==> config.mk <==
export PLATFORM = sky130hd
export DESIGN_NAME = rf_wb_arbiter
export DESIGN_NICKNAME = d
export VERILOG_FILES = /design/src/rtl/rf_wb_arbiter.sv
export SDC_FILE = /design/constraint.sdc
export NUM_CORES = 1
export LEC_CHECK = 0
export ABC_AREA = 1
export CAP_MARGIN = 20
export CORE_ASPECT_RATIO = 2
export CORE_UTILIZATION = 39
export CTS_BUF_LIST = sky130_fd_sc_hd__clkbuf_16
export CTS_CLUSTER_DIAMETER = 30
export DETAILED_ROUTE_END_ITERATION = 10
export HOLD_SLACK_MARGIN = 0.1
export PLACE_DENSITY = 0.82
export SLEW_MARGIN = 20
export SYNTH_ARGS = -nofsm -noshare
export SYNTH_HDL_FRONTEND = slang
export SYNTH_SLANG_ARGS = --single-unit
==> constraint.sdc <==
create_clock -name clk -period 2.15 [get_ports clk]
set_input_delay 0.3225 -clock clk [delete_from_list [all_inputs] [get_ports clk]]
set_output_delay 0.3225 -clock clk [all_outputs]
set_load 0.005 [all_outputs]
==> src/rtl/rf_wb_arbiter.sv <==
// rf_wb_arbiter: round-robin write-back arbiter for the register file's single
// write port. Two producers (ALU = req0, LSU = req1) hand over write-backs via
// valid/ready; the granted request is registered onto wb_we/wb_addr/wb_data
// one cycle later. Writes to x0 are accepted but never raise wb_we. A
// combinational bypass exposes the in-flight write, and a saturating counter
// records cycles in which both producers contended while the pipeline was enabled.
module rf_wb_arbiter #(
  parameter int DATA_W = 32,
  parameter int ADDR_W = 5,
  parameter int CNT_W  = 16
) (
  input  logic              clk,
  input  logic              reset,
  input  logic              wb_en,
  input  logic              req0_valid,
  input  logic [ADDR_W-1:0] req0_addr,
  input  logic [DATA_W-1:0] req0_data,
  output logic              req0_ready,
  input  logic              req1_valid,
  input  logic [ADDR_W-1:0] req1_addr,
  input  logic [DATA_W-1:0] req1_data,
  output logic              req1_ready,
  output logic              wb_we,
  output logic [ADDR_W-1:0] wb_addr,
  output logic [DATA_W-1:0] wb_data,
  input  logic [ADDR_W-1:0] rd_a1,
  input  logic [ADDR_W-1:0] rd_a2,
  output logic              byp1_hit,
  output logic              byp2_hit,
  output logic [DATA_W-1:0] byp_data,
  output logic [CNT_W-1:0]  conflict_cnt
);

  // Which requester wins the next contended cycle.
  typedef enum logic {
    RR_REQ0 = 1'b0,
    RR_REQ1 = 1'b1
  } rr_sel_e;

  rr_sel_e             rr_ptr;
  logic                grant0;
  logic                grant1;
  logic                grant_any;
  logic                contend;
  logic [ADDR_W-1:0]   sel_addr;
  logic [DATA_W-1:0]   sel_data;

  // Grant decode: a lone valid wins outright, a tie is broken by rr_ptr.
  // Readies are forced low while reset is held so no handshake completes then.
  always_comb begin
    grant0   = 1'b0;
    grant1   = 1'b0;
    sel_addr = req0_addr;
    sel_data = req0_data;
    if (reset && wb_en) begin
      if (req0_valid && req1_valid) begin
        grant0 = (rr_ptr == RR_REQ0);
        grant1 = (rr_ptr == RR_REQ1);
      end else begin
        grant0 = req0_valid;
        grant1 = req1_valid;
      end
    end
    if (grant1) begin
      sel_addr = req1_addr;
      sel_data = req1_data;
    end
  end

  assign grant_any  = grant0 | grant1;
  assign contend    = req0_valid & req1_valid & wb_en;
  assign req0_ready = grant0;
  assign req1_ready = grant1;

  // Round-robin pointer: after a grant, favour the requester that lost.
  always_ff @(posedge clk or negedge reset) begin
    if (!reset) begin
      rr_ptr <= RR_REQ0;
    end else if (grant0) begin
      rr_ptr <= RR_REQ1;
    end else if (grant1) begin
      rr_ptr <= RR_REQ0;
    end
  end

  // Write command register: load on grant, pulse wb_we for non-x0 targets,
  // keep address/data stable when idle.
  always_ff @(posedge clk or negedge reset) begin
    if (!reset) begin
      wb_we   <= 1'b0;
      wb_addr <= '0;
      wb_data <= '0;
    end else if (grant_any) begin
      wb_we   <= (sel_addr != '0);
      wb_addr <= sel_addr;
      wb_data <= sel_data;
    end else begin
      wb_we   <= 1'b0;
    end
  end

  // Contention counter, saturating at all-ones.
  always_ff @(posedge clk or negedge reset) begin
    if (!reset) begin
      conflict_cnt <= '0;
    end else if (contend && (conflict_cnt != '1)) begin
      conflict_cnt <= conflict_cnt + CNT_W'(1);
    end
  end

  // Bypass of the write the register file has not captured yet; x0 never hits.
  assign byp1_hit = wb_we & (wb_addr == rd_a1) & (rd_a1 != '0);
  assign byp2_hit = wb_we & (wb_addr == rd_a2) & (rd_a2 != '0);
  assign byp_data = wb_data;

endmodule

# == Word level (Yosys, flattened, before mapping) ==
# Index checks and enable logic that the tools add are counted.
# op_classes
n_addsub,1
eq_ne,3
n_mux,9
bitwise,8
reduce_logical,7
# op_table
op,n
$mux W32,1
$add A16 B1 Y16 const B,1
$ne A16 B16 Y1 const B,1
$reduce_bool A5 Y1,3
$eq A5 B5 Y1,2
$mux W1,7
$and A1 B1 Y1,6
$mux W5,1
$logic_and A1 B1 Y1,3
$reduce_bool A2 Y1,1
$not A1 Y1,1
$or A1 B1 Y1,1
# totals
ff_bits,55
input_bits,89
out_inout_bits,90
word_cells,33

# == Depth between registers and ports, before layout ==
# Gate-level depths: netlist of the first run.
# logic_depth
word_depth,6
mapped_depth,9

# == Least setup slack after synthesis of the first run ==
# Ideal clock, no wire load.
# synth_path
path_type,reg-to-reg
startpoint,reg conflict_cnt[0]
endpoint,reg conflict_cnt[3]
arrival_time_ps,1410
required_time_ps,2034
setup_slack_ps,624
path_stages_with_launch,10
path_buffers,1
cell_sequence,dfrtp_1 ha_1 nand3_2 nor3_4 nand3_2 nand2_2 inv_2 buf_6 nand2_1 nand2_1
# synth_between
elab_chain_len,2
# synth_rtl
element,line_no,source
from (decl),31,output logic [CNT_W-1:0] conflict_cnt
from (signal assigned),107,conflict_cnt <= conflict_cnt + CNT_W'(1);
"parallel branches: the longest is 2 deep, another holds $add A16 B1 Y16",n/a,
# Parallel ways; which one is timed is not known.
# A chain may end at the register's enable or synchronous reset.

# == Final worst setup path of the first run ==
# layout_path
startpoint,in rd_a1[1]
endpoint,out byp1_hit
# layout_between
elab_chain_len,3
# layout_rtl
element,line_no,source
from (decl),26,"input logic [ADDR_W-1:0] rd_a1,"
$eq A5 B5 Y1,112,assign byp1_hit = wb_we & (wb_addr == rd_a1) & (rd_a1 != '0);
$and A1 B1 Y1,112,
$and A1 B1 Y1 *,112,
to (decl),28,"output logic byp1_hit,"
# Mark *: on every way between the ends. The rest lies on a longest branch, timed or not.

==> results of run 1 <==
[final timing paths]
| kind | start | endpoint | cells past startpoint |
|---|---|---|---|
| setup / recovery | rd_a1[1] | byp1_hit | 6 |
| hold / removal | reset | conflict_cnt[12] | 2 |
| setup reg to reg | conflict_cnt[0] | conflict_cnt[15] | 8 |
| hold reg to reg | byp_data[1] | byp_data[1] | 2 |
| max in group asynchronous | reset | wb_addr[2] | 2 |
| min in group clk | reset | rr_ptr | 3 |
[critical path: stages]
cell and delay, ns:
clkdlybuf4s50_1 0.45, xor2_1 0.18, nor3_1 0.13, nand4_1 0.10, nor2_1 0.10, clkdlybuf4s50_1 0.50
[flip-flops by register name, summed over array words and instances (netlist names)]
name and flops:
rr_ptr 1, wb_we 1, wb_addr 5, byp_data 32, conflict_cnt 16
[report_power, final]
part | total, mW | switching, mW | internal (mW)
combinational | 1.29 | 0.443 | 0.850
clock | 0.920 | 0.375 | 0.544
sequential | 1.46 | 0.224 | 1.23
[cells by family after synthesis]
group | after synthesis | share of synthesized area
and+or+nand+nor | 264 | 0.353
buffers and inverters | 73 | 0.133
DFF | 55 | 0.440
AOI/OAI and AO/OA | 20 | 0.0340
xor gates and xnor gates | 13 | 0.0364
adders and majority gates | 1 | 0.00400
[routing by layer]
layer  GRT usage  wire [µm]  vias up
met4       0.118        358        0
met5           0          0        -
li1            -          -     1595
met1       0.244       3310     1541
met3      0.0452        530       29
met2       0.429       5300      146
[repair_timing]
action                                  4_1_cts  5_1_grt
gates resized for setup                       0        4
setup buffers                                 0        2
endpoints found under the setup margin        0        3
hold buffers                                  0        0
[synth_stat cells (all sizes together)]
| library cell | n |
|---|---|
| xnor2 | 8 |
| dfrtp | 55 |
| clkinv | 1 |
| nand3b | 1 |
| a31oi | 1 |
| inv | 28 |
| nand2 | 184 |
| a21oi | 1 |
| buf | 41 |
| nor2 | 27 |
| clkbuf | 3 |
| o21ai | 15 |
| nand3 | 44 |
| nand4 | 4 |
| xor2 | 5 |
| ha | 1 |
| o22ai | 2 |
| nor3 | 4 |
| o31ai | 1 |
[through the flow]
stage,hold slack (ns),setup slack [ns],power [mW]
floorplan,0.0269,0.624,1.97
global placement,0.496,0.0509,2.73
detailed placement,0.499,0.0514,2.75
CTS,0.238,0.0504,3.69
global route,0.273,-0.0510,3.86
finish,0.209,0.0525,3.67
[cell type report]
class,instances,share of cell area
multi-input combinational,298,0.270
inverter,29,0.0219
timing repair buffer,186,0.373
antenna,1,0.000504
tap,94,0.0237
clock inverter,3,0.00781
sequential,55,0.278
clock buffer,5,0.0252
==> flow_summary.html, run 1 <==
<table>
<tr><th>Metric</th><th>Value</th></tr>
<tr><th colspan="2">STA</th></tr>
<tr><td>Hold violation count in the final report</td><td>0</td></tr>
<tr><td>Transition time at the pin with the least slew margin</td><td>0.695 ns</td></tr>
<tr><td>Setup repair after global routing missed its margin</td><td>true</td></tr>
<tr><td>Time the worst path needs with I/O delays and setup</td><td>2.10 ns</td></tr>
<tr><td>Final Setup Violations</td><td>0</td></tr>
<tr><td>Final max-slew violation count</td><td>0</td></tr>
<tr><td>Worst slew margin</td><td>0.537</td></tr>
<tr><td>Worst clock skew</td><td>0.00637 ns</td></tr>
<tr><td>Final cycle utilization of the critical path</td><td>0.976</td></tr>
<tr><td>Upper clock frequency limit</td><td>0.477 GHz</td></tr>
<tr><td>Setup TNS</td><td>0 ns</td></tr>
<tr><th colspan="2">CTS</th></tr>
<tr><td>Number of buffers inserted during clock tree synthesis</td><td>5</td></tr>
<tr><td>Clk Tree Root Cell</td><td>clkbuf_16</td></tr>
<tr><td>TritonCTS Sinks</td><td>55</td></tr>
<tr><td>CTS tree</td><td>yes</td></tr>
<tr><td>H-tree level count</td><td>2</td></tr>
<tr><td>Number of buffers on the longest clock path</td><td>2</td></tr>
<tr><td>Clock slew seen by the registers of the worst setup and hold paths</td><td>0.07 ns</td></tr>
<tr><td>Worst-Skew Late Latency</td><td>0.30 ns</td></tr>
<tr><th colspan="2">Outcome</th></tr>
<tr><td>Result of the run</td><td>complete, no violations</td></tr>
<tr><th colspan="2">Routing</th></tr>
<tr><td>DRC violation total after the first TritonRoute iteration</td><td>203</td></tr>
<tr><td>Via count normalized by instance count</td><td>4.93</td></tr>
<tr><td>Average routed wire per standard cell</td><td>14.2 µm</td></tr>
<tr><td>DRC Markers</td><td>0</td></tr>
<tr><td>Number of routed nets with antenna violations</td><td>0</td></tr>
<tr><td>Total Wirelength</td><td>9500 µm</td></tr>
<tr><td>Vias after detailed routing</td><td>3,311</td></tr>
<tr><td>Detailed-routing iteration count for the pre-antenna-repair pass</td><td>4</td></tr>
<tr><th colspan="2">Floorplan</th></tr>
<tr><td>Core Area</td><td>7660 µm²</td></tr>
<tr><td>Number of top-level design ports</td><td>179</td></tr>
<tr><td># rows</td><td>45</td></tr>
<tr><td>Effective utilization at floorplan</td><td>0.409</td></tr>
<tr><td>Die height</td><td>129 µm</td></tr>
<tr><td>DIE AREA</td><td>8410 µm²</td></tr>
<tr><td>Die span in x</td><td>65.4 µm</td></tr>
<tr><th colspan="2">GRT</th></tr>
<tr><td>Antenna violations before repair</td><td>1</td></tr>
<tr><td>Maximum number of pins on one net before global-route repair</td><td>56</td></tr>
<tr><td>GRT Resource Usage Total</td><td>0.234</td></tr>
<tr><td>Global-route wire length before repair</td><td>15,000 µm</td></tr>
<tr><td>Aggregate global routing overflow</td><td>0</td></tr>
<tr><td>Number of global-route vias before repair</td><td>3,195</td></tr>
<tr><th colspan="2">Worst setup path</th></tr>
<tr><td>Worst endpoint data arrival time</td><td>1.78 ns</td></tr>
<tr><td>Setup crit start kind</td><td>input port</td></tr>
<tr><td>Setup slack of the most critical reg-to-reg path</td><td>0.34 ns</td></tr>
<tr><td>Maximum fanout encountered on the critical timing path</td><td>2</td></tr>
<tr><td>Worst Setup Path Type</td><td>input port to output pin</td></tr>
<tr><td>Required time worst endpoint</td><td>1.83 ns</td></tr>
<tr><td>Category of the worst setup path capture point</td><td>output pin</td></tr>
<tr><th colspan="2">Logic synthesis</th></tr>
<tr><td>Cells taking the most area after synthesis</td><td>dfrtp_1 (44%), nand2_1 (22%), buf_4 (7.7%)</td></tr>
<tr><td>Leading area contributor after synthesis</td><td>dfrtp_1</td></tr>
<tr><td>Mean cell area of the mapped netlist</td><td>7.35 µm²</td></tr>
<tr><td>Mapped cell area</td><td>3130 µm²</td></tr>
<tr><td>Flip-flop and latch count after synthesis</td><td>55</td></tr>
<tr><td>Seq/Total Area, Yosys</td><td>0.440</td></tr>
<tr><td>Count of unique library cells instantiated by Yosys</td><td>28</td></tr>
<tr><td>Cell count after synthesis</td><td>426</td></tr>
<tr><td>Yosys top cell area share</td><td>0.440</td></tr>
<tr><td>Total nets after synthesis</td><td>516</td></tr>
<tr><td>Number of warnings issued by yosys</td><td>0</td></tr>
<tr><th colspan="2">Layout</th></tr>
<tr><td>P&amp;R area growth vs syn</td><td>58.6%</td></tr>
<tr><td>Register area</td><td>1380 µm²</td></tr>
<tr><td>Proportion of layout cells with a drive suffix above 1</td><td>0.0486</td></tr>
<tr><td>Area of the multi-input gates</td><td>1340 µm²</td></tr>
<tr><td>Commonest cells after routing, fill and taps aside</td><td>nand2_1 (182), clkdlybuf4s50_1 (176), dfrtp_1 (53)</td></tr>
<tr><td>Most common cell after layout, fill and taps aside</td><td>nand2_1</td></tr>
<tr><td>Post-layout nets</td><td>665</td></tr>
<tr><td>Fin cells</td><td>671</td></tr>
<tr><td>Final cell area excluding filler cells</td><td>4960 µm²</td></tr>
<tr><td>Total of fill cells in the finished design</td><td>689</td></tr>
<tr><td>Post-Route Utilization</td><td>0.648</td></tr>
<tr><th colspan="2">Min path</th></tr>
<tr><td>Worst hold-check path type</td><td>input port to async pin</td></tr>
<tr><th colspan="2">Flow run</th></tr>
<tr><td># Max-Cap Violations</td><td>0</td></tr>
<tr><th colspan="2">Power</th></tr>
<tr><td>Peak VDD IR</td><td>0.576 mV</td></tr>
<tr><td>Leakage power of the design</td><td>2.24 nW</td></tr>
<tr><td>Power Dens Cells</td><td>739 nW/µm²</td></tr>
<tr><th colspan="2">Placed design</th></tr>
<tr><td>Sum of net half-perimeters after detailed placement</td><td>7410 µm</td></tr>
<tr><td>Placed Instance Area</td><td>4770 µm²</td></tr>
<tr><td>Number of placed instances with taps included</td><td>660</td></tr>
<tr><td>Global placer's final weighted congestion</td><td>0.852</td></tr>
<tr><td>Port-buffer cells</td><td>178</td></tr>
</table>
(Power assumes the default switching activity.)
==> run 2, diff against run 1 <==
--- a/config.mk
+++ b/config.mk
@@ -11,9 +11,11 @@
 export CORE_UTILIZATION = 39
 export CTS_BUF_LIST = sky130_fd_sc_hd__clkbuf_16
 export CTS_CLUSTER_DIAMETER = 30
+export CTS_CLUSTER_SIZE = 10
 export DETAILED_ROUTE_END_ITERATION = 10
-export HOLD_SLACK_MARGIN = 0.1
+export HOLD_SLACK_MARGIN = 0.03
 export PLACE_DENSITY = 0.82
+export RECOVER_POWER = 100
 export SLEW_MARGIN = 20
 export SYNTH_ARGS = -nofsm -noshare
 export SYNTH_HDL_FRONTEND = slang
==> run 2 against run 1 <==
Sequential share of layout area increased by 0.20 points. Maximum frequency about the same. Routed wire length increased by 0.32%. Register-to-register slack got worse by 0.20 ns. Largest power group unchanged. Highest routed layer unchanged.
==> flow_summary.html, run 2 (synthesis gave the netlist of run 1 again) <==
<table>
<tr><th>Metric</th><th>Value</th></tr>
<tr><th colspan="2">CTS</th></tr>
<tr><td>Clk Tree Root Cell</td><td>clkbuf_16</td></tr>
<tr><td>Clock slew seen by the registers of the worst setup and hold paths</td><td>0.07 ns</td></tr>
<tr><td>Worst-Skew Late Latency</td><td>0.30 ns</td></tr>
<tr><td>H-tree level count</td><td>2</td></tr>
<tr><td>TritonCTS Sinks</td><td>55</td></tr>
<tr><td>Number of buffers on the longest clock path</td><td>2</td></tr>
<tr><td>Number of buffers inserted during clock tree synthesis</td><td>5</td></tr>
<tr><td>CTS tree</td><td>yes</td></tr>
<tr><th colspan="2">STA</th></tr>
<tr><td>Time the worst path needs with I/O delays and setup</td><td>2.10 ns</td></tr>
<tr><td>Final max-slew violation count</td><td>0</td></tr>
<tr><td>Upper clock frequency limit</td><td>0.477 GHz</td></tr>
<tr><td>Hold Slack</td><td>0.426 ns</td></tr>
<tr><td>Setup repair after global routing missed its margin</td><td>true</td></tr>
<tr><td>Hold violation count in the final report</td><td>0</td></tr>
<tr><td>Setup TNS</td><td>0 ns</td></tr>
<tr><td>Worst slew margin</td><td>0.0899</td></tr>
<tr><td>Final cycle utilization of the critical path</td><td>0.976</td></tr>
<tr><td>Final Setup Violations</td><td>0</td></tr>
<tr><td>Worst clock skew</td><td>0.00651 ns</td></tr>
<tr><td>Transition time at the pin with the least slew margin</td><td>1.37 ns</td></tr>
<tr><th colspan="2">Min path</th></tr>
<tr><td>Worst hold-check path type</td><td>input port to register</td></tr>
<tr><th colspan="2">Routing</th></tr>
<tr><td>Detailed-routing iteration count for the pre-antenna-repair pass</td><td>5</td></tr>
<tr><td>Average routed wire per standard cell</td><td>14.2 µm</td></tr>
<tr><td>Number of routed nets with antenna violations</td><td>0</td></tr>
<tr><td>Vias after detailed routing</td><td>3,332</td></tr>
<tr><td>Total Wirelength</td><td>9530 µm</td></tr>
<tr><td>DRC Markers</td><td>0</td></tr>
<tr><td>Via count normalized by instance count</td><td>4.97</td></tr>
<tr><td>DRC violation total after the first TritonRoute iteration</td><td>218</td></tr>
<tr><th colspan="2">Floorplan</th></tr>
<tr><td>Die height</td><td>129 µm</td></tr>
<tr><td>Die span in x</td><td>65.4 µm</td></tr>
<tr><td>Core Area</td><td>7660 µm²</td></tr>
<tr><td>DIE AREA</td><td>8410 µm²</td></tr>
<tr><td># rows</td><td>45</td></tr>
<tr><td>Effective utilization at floorplan</td><td>0.409</td></tr>
<tr><td>Number of top-level design ports</td><td>179</td></tr>
<tr><th colspan="2">Layout</th></tr>
<tr><td>Commonest cells after routing, fill and taps aside</td><td>nand2_1 (182), clkdlybuf4s50_1 (92), dlygate4sd3_1 (84)</td></tr>
<tr><td>Register area</td><td>1380 µm²</td></tr>
<tr><td>Final cell area excluding filler cells</td><td>4930 µm²</td></tr>
<tr><td>Proportion of layout cells with a drive suffix above 1</td><td>0.0434</td></tr>
<tr><td>Max FFs per register</td><td>32</td></tr>
<tr><td>P&amp;R area growth vs syn</td><td>57.5%</td></tr>
<tr><td>Most common cell after layout, fill and taps aside</td><td>nand2_1</td></tr>
<tr><td>Post-layout nets</td><td>665</td></tr>
<tr><td>Total of fill cells in the finished design</td><td>693</td></tr>
<tr><td>Area of the multi-input gates</td><td>1330 µm²</td></tr>
<tr><th colspan="2">GRT</th></tr>
<tr><td>GRT Resource Usage Total</td><td>0.234</td></tr>
<tr><td>Aggregate global routing overflow</td><td>0</td></tr>
<tr><td>Antenna violations before repair</td><td>1</td></tr>
<tr><td>Global-route wire length before repair</td><td>15,000 µm</td></tr>
<tr><td>Number of global-route vias before repair</td><td>3,195</td></tr>
<tr><td>Maximum number of pins on one net before global-route repair</td><td>56</td></tr>
<tr><th colspan="2">Worst setup path</th></tr>
<tr><td>Required time worst endpoint</td><td>1.83 ns</td></tr>
<tr><td>Category of the worst setup path capture point</td><td>output pin</td></tr>
<tr><td>Worst endpoint data arrival time</td><td>1.78 ns</td></tr>
<tr><td>Worst Setup Path Type</td><td>input port to output pin</td></tr>
<tr><td>Setup crit start kind</td><td>input port</td></tr>
<tr><td>Maximum fanout encountered on the critical timing path</td><td>2</td></tr>
<tr><td>Setup slack of the most critical reg-to-reg path</td><td>0.14 ns</td></tr>
<tr><th colspan="2">Placed design</th></tr>
<tr><td>Sum of net half-perimeters after detailed placement</td><td>7410 µm</td></tr>
<tr><td>Placed Instance Area</td><td>4770 µm²</td></tr>
<tr><td>Port-buffer cells</td><td>178</td></tr>
<tr><td>Global placer's final weighted congestion</td><td>0.852</td></tr>
<tr><th colspan="2">Power</th></tr>
<tr><td>Peak VDD IR</td><td>0.558 mV</td></tr>
<tr><td>Power Dens Cells</td><td>716 nW/µm²</td></tr>
<tr><td>Leakage power of the design</td><td>2.31 nW</td></tr>
<tr><th colspan="2">Outcome</th></tr>
<tr><td>Result of the run</td><td>complete, no violations</td></tr>
<tr><th colspan="2">Flow run</th></tr>
<tr><td># Max-Cap Violations</td><td>0</td></tr>
</table>
[run 2: changes by cell type in the layout (fill, tap and decap cells not counted), moves of 3 or more]
cell,delta
clkdlybuf4s50_1,-84
dlygate4sd3_1,+84
buf_4,-3
clkbuf_2,+3
[run 2: worst paths after layout]
kind,startpoint,end,cells past startpoint
worst max-delay path,rd_a1[1],byp1_hit,6
worst min-delay path,reset,rr_ptr,3
worst max register to register,conflict_cnt[0],conflict_cnt[3],8
worst min register to register,byp_data[1],byp_data[1],2
max in group asynchronous,reset,wb_addr[2],2
min in group asynchronous,reset,conflict_cnt[12],2
[run 2: cell type report]
type                            instances  area share
Antenna cell                            1    0.000508
Timing Repair Buffer                  186       0.371
Clock buffer                            5      0.0254
Multi-Input combinational cell        298       0.270
Inverter                               29      0.0221
Sequential cell                        55       0.280
Tap cell                               94      0.0239
Clock inverter                          3     0.00787
[run 2: report_power, final]
group	internal, mW	leakage [nW]	switching [mW]
Clock	0.544	0.0812	0.376
Combinational	0.724	1.54	0.443
Sequential	1.23	0.688	0.209
Total	2.50	2.31	1.03
[run 2: layer usage]
metal | global-route usage | vias to the layer above | routed length (µm)
met4 | 0.118 | 0 | 321
li1 | - | 1599 | -
met2 | 0.429 | 153 | 5330
met1 | 0.244 | 1556 | 3340
met3 | 0.0452 | 24 | 534
met5 | 0 | - | 0
[run 2: critical path, cell delays in order]
cell and delay (ns):
clkdlybuf4s50_1 0.45, xor2_1 0.18, nor3_1 0.13, nand4_1 0.10, nor2_1 0.10, clkdlybuf4s50_1 0.50
[run 2: repair_timing]
item	4_1_cts	5_1_grt
endpoints found under the setup margin	0	3
setup buffers	0	2
gates resized for setup	0	4
hold buffers	0	0
hold endpoints to repair	0	0
[run 2: through the flow]
step | instances | utilization | setup slack [ns] | power [mW]
after floorplan | 426 | - | 0.624 | 1.97
after global placement | 660 | 0.623 | 0.0509 | 2.73
after detailed placement | 660 | 0.623 | 0.0514 | 2.75
after CTS | 668 | 0.645 | 0.0504 | 3.69
after global routing | 671 | 0.644 | -0.0510 | 3.72
final | 671 | 0.644 | 0.0518 | 3.53
